File: config.mk
export PLATFORM = sky130hd
export DESIGN_NAME = ternary_ripple_carry_adder
export DESIGN_NICKNAME = d
export VERILOG_FILES = /design/src/rtl/ternary_ripple_carry_adder.sv
export SDC_FILE = /design/constraint.sdc
export NUM_CORES = 1
export LEC_CHECK = 0
export BUFFER_PORTS_ARGS = -buffer_cell sky130_fd_sc_hd__buf_2
export CAP_MARGIN = 5
export CORE_MARGIN = 5
export CORE_UTILIZATION = 40
export DETAILED_ROUTE_END_ITERATION = 10
export PLACE_DENSITY = 0.65
export SETUP_SLACK_MARGIN = 0.02
export SYNTH_ARGS = -nofsm -noshare
export SYNTH_HDL_FRONTEND = slang
export SYNTH_SLANG_ARGS = --single-unit
export TNS_END_PERCENT = 5
File: constraint.sdc
create_clock -name vclk -period 15.5
set_clock_uncertainty 0.2 [all_clocks]
set_input_delay 0 -clock vclk [all_inputs]
set_output_delay 0 -clock vclk [all_outputs]
set_load 0.01 [all_outputs]
File: src/rtl/ternary_ripple_carry_adder.sv
// ============================================================================
// Module   : ternary_ripple_carry_adder
// Brief    : Balanced-ternary ripple-carry adder with an optional operation
//            counter, compiled in when TERNARY_ADDER_OP_COUNT_EN is defined.
// Revision : 1.0 - initial release
// ============================================================================
`default_nettype none

module ternary_ripple_carry_adder #(
    parameter int WORD_SIZE   = 9,
    parameter int COUNT_WIDTH = 32
) (
    input  logic                     clock,
    input  logic                     reset_enable,
    input  logic [2*WORD_SIZE-1:0]   input1,
    input  logic [2*WORD_SIZE-1:0]   input2,
    input  logic                     enable,
    output logic [2*WORD_SIZE-1:0]   result,
    output logic [1:0]               carry_out,
    output logic [COUNT_WIDTH-1:0]   op_count
);

    localparam logic [1:0] C_TRIT_NEG  = 2'b00;
    localparam logic [1:0] C_TRIT_ZERO = 2'b01;
    localparam logic [1:0] C_TRIT_POS  = 2'b10;

    // Code 2'b11 is not a legal trit; treating it as zero keeps outputs clean.
    function automatic logic signed [2:0] decode_trit(input logic [1:0] code);
        logic signed [2:0] v;
        case (code)
            C_TRIT_NEG: v = -3'sd1;
            C_TRIT_POS: v = 3'sd1;
            default:    v = 3'sd0;
        endcase
        return v;
    endfunction

    function automatic logic [1:0] encode_trit(input logic signed [2:0] v);
        logic [1:0] code;
        if (v < 3'sd0)
            code = C_TRIT_NEG;
        else if (v > 3'sd0)
            code = C_TRIT_POS;
        else
            code = C_TRIT_ZERO;
        return code;
    endfunction

    logic signed [2:0] w_carry [WORD_SIZE+1];

    assign w_carry[0] = 3'sd0;

    generate
        for (genvar i = 0; i < WORD_SIZE; i++) begin : g_stage
            logic signed [2:0] w_a;
            logic signed [2:0] w_b;
            logic signed [2:0] w_t;
            logic signed [2:0] w_c;
            logic signed [2:0] w_s;

            assign w_a = decode_trit(input1[2*i +: 2]);
            assign w_b = decode_trit(input2[2*i +: 2]);
            assign w_t = w_a + w_b + w_carry[i];
            assign w_c = (w_t >= 3'sd2)  ? 3'sd1  :
                         (w_t <= -3'sd2) ? -3'sd1 : 3'sd0;
            // Stage sum always lands in -1..+1, so 3-bit wraparound is harmless.
            assign w_s = w_t - (w_c + w_c + w_c);

            assign w_carry[i+1]     = w_c;
            assign result[2*i +: 2] = encode_trit(w_s);
        end
    endgenerate

    assign carry_out = encode_trit(w_carry[WORD_SIZE]);

`ifdef TERNARY_ADDER_OP_COUNT_EN
    logic [COUNT_WIDTH-1:0] r_op_count = '0;

    always_ff @(posedge clock) begin
        if (reset_enable)
            r_op_count <= '0;
        else if (enable)
            r_op_count <= r_op_count + COUNT_WIDTH'(1);
    end

    assign op_count = r_op_count;
`else
    logic w_unused_ctrl;

    assign w_unused_ctrl = ^{clock, reset_enable, enable};
    assign op_count      = '0;
`endif

endmodule

`default_nettype wire

==> out/qor.txt <==
Total GRT Usage: 13.4%
DRT iter0 DRCs: 81
GRT Residual Overflow: 0
TritonRoute pass-1 iters: 4
Register Area: 0 µm²
Detailed Place HPWL: 5080 µm
Max Slew Vio Count: 0
Hold Vio Cnt, Final: 0
Uppermost layer routed: met4
Fin crit period: 14.90 ns
Worst Hold Class: in -> out
CP max stage cell: fa_2
Initial Util: 41.7%
Mapped Avg Cell Area: 7.29 µm²
Critical Path Fanout Max: 4
Cell with the most instances after synthesis: inv_1
Worst setup margin: 0.598 ns
Synth area leader: ha_1
Detail Route met3 WL: 271 µm
Synth Cell Area: 0.00268 mm²
Cells taking the most area after synthesis: ha_1 (18%), fa_1 (13%), buf_4 (9.0%)
Antenna violations before repair: 0
Total die area: 0.00843 mm²
Crit path buf inv count: 10
Largest net degree at the start of global routing: 13
Delay-heaviest family, CP: adder cells
CP arrival: 14.70 ns
Max Clk Rate: 67.1 MHz
Number of global-route vias before repair: 2563
First-pass GRT wire length: 10200 µm
Die H: 91.8 µm
Core region area: 0.00642 mm²
Antenna-violating nets left: 0
Fraction of layout cells with a size suffix above 1: 38.6%
Routed WL: 6420 µm
I/O Buffers: 56
Cell row count: 29
Tcrit/Tclk final: 96.1%
Startpoint Class: input port
CP Capture Type: primary output
Met2 wire len: 3510 µm
Synth-to-layout area growth: 33.7%
DP Worst Slack: -0.127 ns
Cells after Synth: 367
Status: finished, final reports clean
Via count: 2723
Cell variety after synth: 43
DRC: 0
Crit-path max cell delay: 0.61 ns
Final nets: 568
Num sequential: 0
Metal-1 WL: 2630 µm
Vias per inst: 4.96
Routability Congestion: 0.851
Sequential-to-total area share from yosys stat: 0%
Most used cell, CP: ha_2
Critical Path RT: 15.30 ns
Die X: 91.8 µm
Yosys warning count: 0
Final setup vio count: 0
Max_cap viols: 0
Synth cell count leaders: inv_1 (56), nor2_1 (50), ha_1 (38)
I/O pins: 91
# diodes: 0
Share of Yosys cell area claimed by the top area cell type: 17.8%
Routed wire per std cell: 11.7 µm
Fill count: 619
Setup CP Type: in -> out
# clk buffers: 0
==> per-stage QoR <==
| stage | instances | hold WS, ns | TNS, ns | util (%) | instance area [µm²] |
|---|---|---|---|---|---|
| floorplan | 398 | 0.250 | 0 | - | 2870 |
| global placement | 532 | 0.514 | 0 | 51.0 | 3270 |
| detailed placement | 532 | 0.516 | -0.251 | 51.0 | 3270 |
| CTS | 538 | 0.524 | 0 | 52.4 | 3370 |
| global route | 549 | 0.576 | -0.245 | 55.7 | 3580 |
| finish | 549 | 0.527 | 0 | 55.7 | 3580 |
==> repair_timing <==
item	in CTS	in global routing
gates resized for setup	9	38
pin swaps	12	35
buffers inserted	6	11
hold buffers	0	0
setup endpoints to repair	2	3
==> cells by family after synthesis <==
| logic type | Yosys count | synth area share (%) |
|---|---|---|
| multiplexers | 4 | 1.59 |
| AO/OA/AOI/OAI | 62 | 14.4 |
| adder cells (fa/ha/maj) | 55 | 30.5 |
| buffers and inverters | 96 | 18.0 |
| other | 1 | 0.140 |
| AND/OR/NAND/NOR | 125 | 24.0 |
| XOR/XNOR | 24 | 11.5 |
==> layout by cell type, fill, tap and decap left out, types with 3 or more instances in the layout <==
cell,instances
a211o_2,3
a21oi_1,19
a21oi_2,3
a31oi_1,4
a31oi_4,3
buf_2,56
buf_4,57
conb_1,32
fa_1,12
fa_2,5
ha_1,18
ha_2,15
ha_4,5
inv_1,52
inv_2,4
nand2_1,9
nand2b_1,6
nand3_1,6
nand3b_1,3
nor2_1,42
nor2_2,7
nor2b_1,12
nor3_1,7
nor4_1,11
o21ai_0,13
o21ai_1,3
o21bai_1,4
or4_1,6
or4b_1,3
xnor2_1,8
xnor2_2,5
xor2_1,3
xor2_2,5
==> area by class of cell <==
class	count	area (µm²)	area share, %
Timing Repair Buffer	113	708	19.8
Tap cell	77	96.3	2.69
Multi-Input combinational cell	302	2560	71.5
Inverter	57	216	6.05
==> per-layer routing <==
layer | GRT usage, % | up-vias
li1 | - | 1378
met1 | 16.7 | 1271
met2 | 26.5 | 72
met3 | 0.491 | 2
met4 | 0.990 | 0
met5 | 0 | -
==> worst paths after layout <==
kind / from / to / slack [ns] / depth (start not counted)
worst min-delay path: input2[6] / result[6] / 0.53 / 6
worst max-delay path: input2[1] / result[16] / 0.60 / 72
Power is not shown: default switching activity piles up to over one toggle a cycle in this logic, so the estimate is an artifact.
